[src/rtl/down_counter_if.sv]
// Control/status bundle for the loadable down counter.
// Master drives load/enable/mode; slave returns count, tc and busy.
interface down_counter_if #(
    parameter int WIDTH = 8
);
    logic             load;
    logic [WIDTH-1:0] load_val;
    logic             en;
    logic             auto_reload;
    logic [WIDTH-1:0] count;
    logic             tc;
    logic             busy;

    modport master (
        output load,
        output load_val,
        output en,
        output auto_reload,
        input  count,
        input  tc,
        input  busy
    );

    modport slave (
        input  load,
        input  load_val,
        input  en,
        input  auto_reload,
        output count,
        output tc,
        output busy
    );
endinterface

[src/rtl/down_counter.sv]
// Loadable, enable-gated down counter with one-cycle terminal-count pulse.
// One-shot or auto-reload; all outputs registered.
module down_counter #(
    parameter int WIDTH = 8
) (
    input  logic                clk,
    input  logic                rst,
    down_counter_if.slave       bus
);
    typedef enum logic {
        IDLE = 1'b0,
        RUN  = 1'b1
    } state_e;

    localparam logic [WIDTH-1:0] ONE  = {{(WIDTH-1){1'b0}}, 1'b1};
    localparam logic [WIDTH-1:0] ZERO = '0;

    state_e           state_q;
    logic [WIDTH-1:0] count_q;
    logic [WIDTH-1:0] reload_q;
    logic             tc_q;
    logic             busy_q;

    always_ff @(posedge clk or posedge rst) begin
        if (rst) begin
            state_q  <= IDLE;
            count_q  <= ZERO;
            reload_q <= ZERO;
            tc_q     <= 1'b0;
            busy_q   <= 1'b0;
        end else begin
            tc_q <= 1'b0;
            if (bus.load) begin
                // A load drops any terminal count pending on this edge.
                count_q  <= bus.load_val;
                reload_q <= bus.load_val;
                if (bus.load_val != ZERO) begin
                    state_q <= RUN;
                    busy_q  <= 1'b1;
                end else begin
                    state_q <= IDLE;
                    busy_q  <= 1'b0;
                end
            end else begin
                case (state_q)
                    RUN: begin
                        if (bus.en) begin
                            if (count_q == ONE) begin
                                tc_q <= 1'b1;
                                if (bus.auto_reload) begin
                                    count_q <= reload_q;
                                end else begin
                                    count_q <= ZERO;
                                    state_q <= IDLE;
                                    busy_q  <= 1'b0;
                                end
                            end else begin
                                count_q <= count_q - ONE;
                            end
                        end
                    end
                    default: begin
                        state_q <= IDLE;
                    end
                endcase
            end
        end
    end

    assign bus.count = count_q;
    assign bus.tc    = tc_q;
    assign bus.busy  = busy_q;
endmodule

[src/flat_wrapper.sv]
// flat-port wrapper written by rule: the top's interface ports become plain ports
module down_counter_flat 
#(
    parameter int WIDTH = 8
)
  (clk, rst, bus_load, bus_load_val, bus_en, bus_auto_reload, bus_count, bus_tc, bus_busy);
  down_counter_if #(.WIDTH(WIDTH)) bus_i ();
  input  logic clk;
  input  logic rst;
  input wire logic [$bits(bus_i.load)-1:0] bus_load;
  input wire logic [$bits(bus_i.load_val)-1:0] bus_load_val;
  input wire logic [$bits(bus_i.en)-1:0] bus_en;
  input wire logic [$bits(bus_i.auto_reload)-1:0] bus_auto_reload;
  output wire logic [$bits(bus_i.count)-1:0] bus_count;
  output wire logic [$bits(bus_i.tc)-1:0] bus_tc;
  output wire logic [$bits(bus_i.busy)-1:0] bus_busy;
  assign bus_i.load = bus_load;
  assign bus_i.load_val = bus_load_val;
  assign bus_i.en = bus_en;
  assign bus_i.auto_reload = bus_auto_reload;
  assign bus_count = bus_i.count;
  assign bus_tc = bus_i.tc;
  assign bus_busy = bus_i.busy;
  down_counter #(.WIDTH(WIDTH)) u_core (.clk(clk), .rst(rst), .bus(bus_i));
endmodule
[config.mk]
export PLATFORM = sky130hd
export DESIGN_NAME = down_counter_flat
export DESIGN_NICKNAME = d
export VERILOG_FILES = /design/src/rtl/down_counter_if.sv /design/src/rtl/down_counter.sv /design/src/flat_wrapper.sv
export SDC_FILE = /design/constraint.sdc
export NUM_CORES = 1
export LEC_CHECK = 0
export BUFFER_PORTS_ARGS = -buffer_cell sky130_fd_sc_hd__buf_2
export CAP_MARGIN = 20
export CORE_MARGIN = 1
export CORE_UTILIZATION = 38
export DETAILED_ROUTE_END_ITERATION = 8
export MAX_ROUTING_LAYER = met4
export SYNTH_ARGS = -nofsm -noshare
export SYNTH_HDL_FRONTEND = slang
export SYNTH_SLANG_ARGS = --single-unit
[constraint.sdc]
create_clock -name clk -period 1.76 [get_ports clk]
set_input_delay 0.264 -clock clk [delete_from_list [all_inputs] [get_ports clk]]
set_output_delay 0.264 -clock clk [all_outputs]
set_load 0.05 [all_outputs]
After elaboration in Yosys (flattened, before gate mapping) --
Cells that the tools add are included. Widths: inputs -> output; s select.
Word-level totals: flip-flop bits (word level) 19, input port bits 13, output and inout bits 10, logic and storage cells 34
Operators by class: add/subtract/negate cells 1, equal/unequal tests 2, mux-type cells 20, reductions and logical operators 6
Operator list (count):
- $mux 8 | 5
- $mux 1 | 15
- $eq 8x1->1 const B | 1
- $reduce_bool 8->1 | 1
- $sub 8x1->8 const B | 1
- $reduce_bool 2->1 | 3
- $reduce_and 4->1 | 1
- $ne 2x2->1 const B | 1
- $reduce_and 2->1 | 1

Logic depth before layout (Yosys ltp) --
depth in word-level cells 5, depth in mapped cells 7, gate-level depth less buffers 6

Worst setup path before layout --
Ideal clock, no wire load.
kind register to register, start register u_core.count_q[0], in the netlist u_core.bus.count[0], end register u_core.busy_q, in the netlist u_core.bus.busy, library setup time 126 ps, arrival 1765 ps, data required time 1634 ps, slack -131 ps, stages on the path, launching flop included 6, path buffers 0, period minus slack after synthesis 1891 ps, cell sequence dfrtp_1 ha_1 nor3b_2 nand2_1 o311ai_1 nand2_1
Between the ends: longest elaborated chain between the ends 3
Ends and longest elaborated chain:
- from (decl) | RTL line down_counter.sv:19 | logic [WIDTH-1:0] count_q;
- from (signal assigned) | RTL line down_counter.sv:35 | count_q <= bus.load_val;
- from (signal assigned) | RTL line down_counter.sv:51 | count_q <= reload_q;
- from (signal assigned) | RTL line down_counter.sv:58 | count_q <= count_q - ONE;
- $eq 8x1->1 | RTL line down_counter.sv:48 | if (count_q == ONE) begin
- $reduce_bool 2->1 (no source line)
- $reduce_and 4->1 (no source line)
- to (signal assigned) | RTL line down_counter.sv:39 | busy_q <= 1'b1;
- to (signal assigned) | RTL line down_counter.sv:42 | busy_q <= 1'b0;
- to (signal assigned) | RTL line down_counter.sv:55 | busy_q <= 1'b0;
- to (decl) | RTL line down_counter.sv:22 | logic busy_q;
No other way between the ends. A chain may end at the register's enable or synchronous reset.

Final worst setup path --
start register u_core.count_q[1], in the netlist u_core.bus.count[1], end register u_core.count_q[0], in the netlist u_core.bus.count[0]
Between the ends: longest elaborated chain between the ends 5
Ends and longest elaborated chain:
- $eq 8x1->1 | RTL line down_counter.sv:48
- $mux 8 | RTL line down_counter.sv:48
- $mux 8 | RTL line down_counter.sv:47 | if (bus.en) begin
- $mux 8 | RTL line down_counter.sv:45 | case (state_q)
- $mux 8 | RTL line down_counter.sv:33 | if (bus.load) begin
No other way between the ends. The select of a mux whose other input is x is not followed.

==> reports/qor.csv <==
metric;value;unit
status;complete, no violations;
setup_ws;0.132;ns
final_layout_size_suffix_gt1_share;29.2;%
worst_clock_skew;0.00312;ns
critical_path_buf_inv_count;1;
netlist.top_cell.by_area;dfrtp_1;
worst_stage_delay_on_the_critical_path;0.41;ns
dp.cells;169;
fin_crit;1.63;ns
drt-vias-per-instance;5.82;
grt_antenna_before_repair;0;
dpl.hpwl;2.04;mm
fin_hold_ws;0.223;ns
ys.warnings.count;0;
critical_path.slowest_cell;dfrtp_2;
synth.ff_latch_count;19;
synthDominantCellAreaShare;43.2;%
final-max-slew-violation-count;0;
floorplan.rows;19;
clk_pin_slew;0.10;ns
grt_util_all_layers;19.3;%
cp-start-kind;flip-flop;
worstPathArrival;1.84;ns
fp.dieW;55.8;µm
die_h;55.8;µm
cp_max_fo;6;
achievable-frequency;0.614;GHz
cts_num_sinks;19;
vdd.ir_drop.worst;457;µV
post-route-drc-count;0;
reg2regPathDepth;6;
p_total;1.12;mW
first_pass_iters;4;
critPathKind;flip-flop to flip-flop;
mappedNetlistArea;0.00110;mm²
critPathRequiredTime;1.97;ns
power_density;859;mW/mm²
yosysUniqueCellTypes;37;
rsz0062_at_grt;false;
wl;2.75;mm
cp_num_cells;6;
route.detailed.wl_per_inst;15.7;µm
cts-root-buf;clkbuf_4;
slew_headroom;72.2;%
footprint_of_the_flip_flops_and_latches;478;µm²
htree_levels;1;
initial_util;39.9;%
gpl.final_weighted_congestion;0.968;
number_of_global_route_vias_before_repair;966;
syn2layout_area_growth;18.7;%
timing.final.crit_share;92.5;%
numCtsBuffers;3;
yosysSeqAreaShare;43.2;%
gate_count_post_synth;118;
postSynthNetCount;133;
worst-slew-pin-transition;0.417;ns
synth_area_per_cell;9.32;µm²
place_worst_setup_slack;0.0847;ns
die_area;0.00311;mm²
final_net_count;160;
clock_tree.buffer_depth;2;
timing.final.setup_violations;0;
clk-insertion-delay-late;0.29;ns
diodes;0;
dr_total_vias;1019;
total_area_of_multi_input_combinational_cells;567;µm²
grt_first_pass_wirelength;4.56;mm
core_area;0.00276;mm²
cts_tree;yes;
largest_cells_by_area_after_synthesis;dfrtp_1 (43%), mux2_2 (5.1%), o21ai_0 (4.1%);
ant_nets;0;
grt_start_max_net_pins;18;
timing.critical_path.max_delay_family;simple AND/OR/NAND/NOR gates;
leakage_power;0.574;nW
stdcell_count;175;
num-fill-cells;281;
place.port_buffers;22;
cp_cell_sequence;inv_1, ha_1, nor3b_4, and2_1, nand3_1, a31oi_1;
critPathCaptureType;flip-flop;
totalNegativeSetupSlack;0;ns
global_route_congestion_overflow_total;0;
max_cap_viol_count;0;
detailedRoute.firstIterationViolations;46;
hold_path.class;input port to flip-flop;
holdPathStages;2;
floorplan.io_pins;23;
final_hold_viol_count;0;
-- timing repair --
| item | 4_1_cts | 5_1_grt |
|---|---|---|
| endpoints found under the setup margin | 0 | 2 |
| endpoints found under the hold margin | 10 | 0 |
| resized for setup | 0 | 2 |
| hold buffers | 1 | 0 |
| buffers inserted | 0 | 1 |
-- sequential cells by signal, indices dropped and copies added (netlist names) --
name              count
u_core.state_q        1
u_core.bus.tc         1
u_core.reload_q       8
u_core.bus.count      8
u_core.bus.busy       1
-- path summary, 6_finish.rpt --
check                                                   to                       startpoint  slack (ns)
max                        u_core.bus.count[0]$_DFFE_PP0P_  u_core.bus.count[1]$_DFFE_PP0P_        0.13
min                         u_core.reload_q[2]$_DFFE_PP0P_                  bus_load_val[2]        0.22
max reg2reg                u_core.bus.count[0]$_DFFE_PP0P_  u_core.bus.count[1]$_DFFE_PP0P_        0.13
min reg2reg                 u_core.reload_q[1]$_DFFE_PP0P_   u_core.reload_q[1]$_DFFE_PP0P_        0.53
max in group asynchronous   u_core.reload_q[6]$_DFFE_PP0P_                              rst        0.79
min in group asynchronous  u_core.bus.count[2]$_DFFE_PP0P_                              rst        0.48
-- cell usage after synthesis (all sizes together) --
library cell / number
dfrtp: 19
o21ai: 11
nand2: 9
a21oi: 8
inv: 8
nand3: 8
mux2: 5
a22oi: 4
a31oi: 4
buf: 4
nor2: 4
clkbuf: 3
nor3: 3
nor3b: 3
ha: 2
nand4: 2
nand4b: 2
nor2b: 2
nor4: 2
or3: 2
or4: 2
a41oi: 1
and2: 1
and3b: 1
and4bb: 1
mux2i: 1
nand3b: 1
o211ai: 1
o221ai: 1
o311ai: 1
xnor2: 1
xor2: 1
-- cells by family after synthesis --
group | Yosys count | share of synthesized area (%)
AO/OA/AOI/OAI | 31 | 16.7
XOR/XNOR | 2 | 1.59
adder cells (fa/ha/maj) | 2 | 2.27
buffers and inverters | 15 | 6.03
flip-flops | 19 | 43.2
multiplexers | 6 | 6.03
AND/OR/NAND/NOR | 43 | 24.1
-- stage by stage --
step           util (%)  instance area, µm²
6_report           47.3                1310
5_1_grt            47.3                1310
4_1_cts            46.7                1290
3_5_place_dp       45.4                1250
3_3_place_gp       45.4                1250
2_1_floorplan         -                1100
-- layer usage --
layer	vias up	global-route usage, %	wire, µm
met1	483	25.7	1240
met3	2	2.33	199
met2	50	30.1	1290
li1	484	-	-
met5	-	-	0
met4	0	7.50	17
-- area by class of cell --
class | count | area share, %
Clock buffer | 4 | 2.01
Timing Repair Buffer | 29 | 12.7
Multi-Input combinational cell | 84 | 43.4
Inverter | 8 | 2.30
Sequential cell | 19 | 36.6
Tap cell | 31 | 2.97
-- cell usage in the layout, fill, tap and decap left out, types with 2 or more instances in the layout --
cell       n
nor2b_1    2
buf_2     22
o21ai_0    9
clkbuf_4   3
dfrtp_2    2
buf_4      6
nand3_1    8
nor3_1     3
o21ai_1    2
mux2_2     5
nor3b_1    2
inv_1      8
ha_1       2
nand2_1    8
nand4b_1   2
nor2_1     4
a22oi_1    4
dfrtp_1   17
or4_1      2
a31oi_1    4
nand4_1    2
a21oi_1    8
-- report_power, final --
part	internal (mW)	leakage, nW	switching (mW)
Combinational	0.130	0.334	0.226
Clock	0.0882	0.0150	0.133
Sequential	0.482	0.225	0.0615
(Power assumes the default switching activity.)
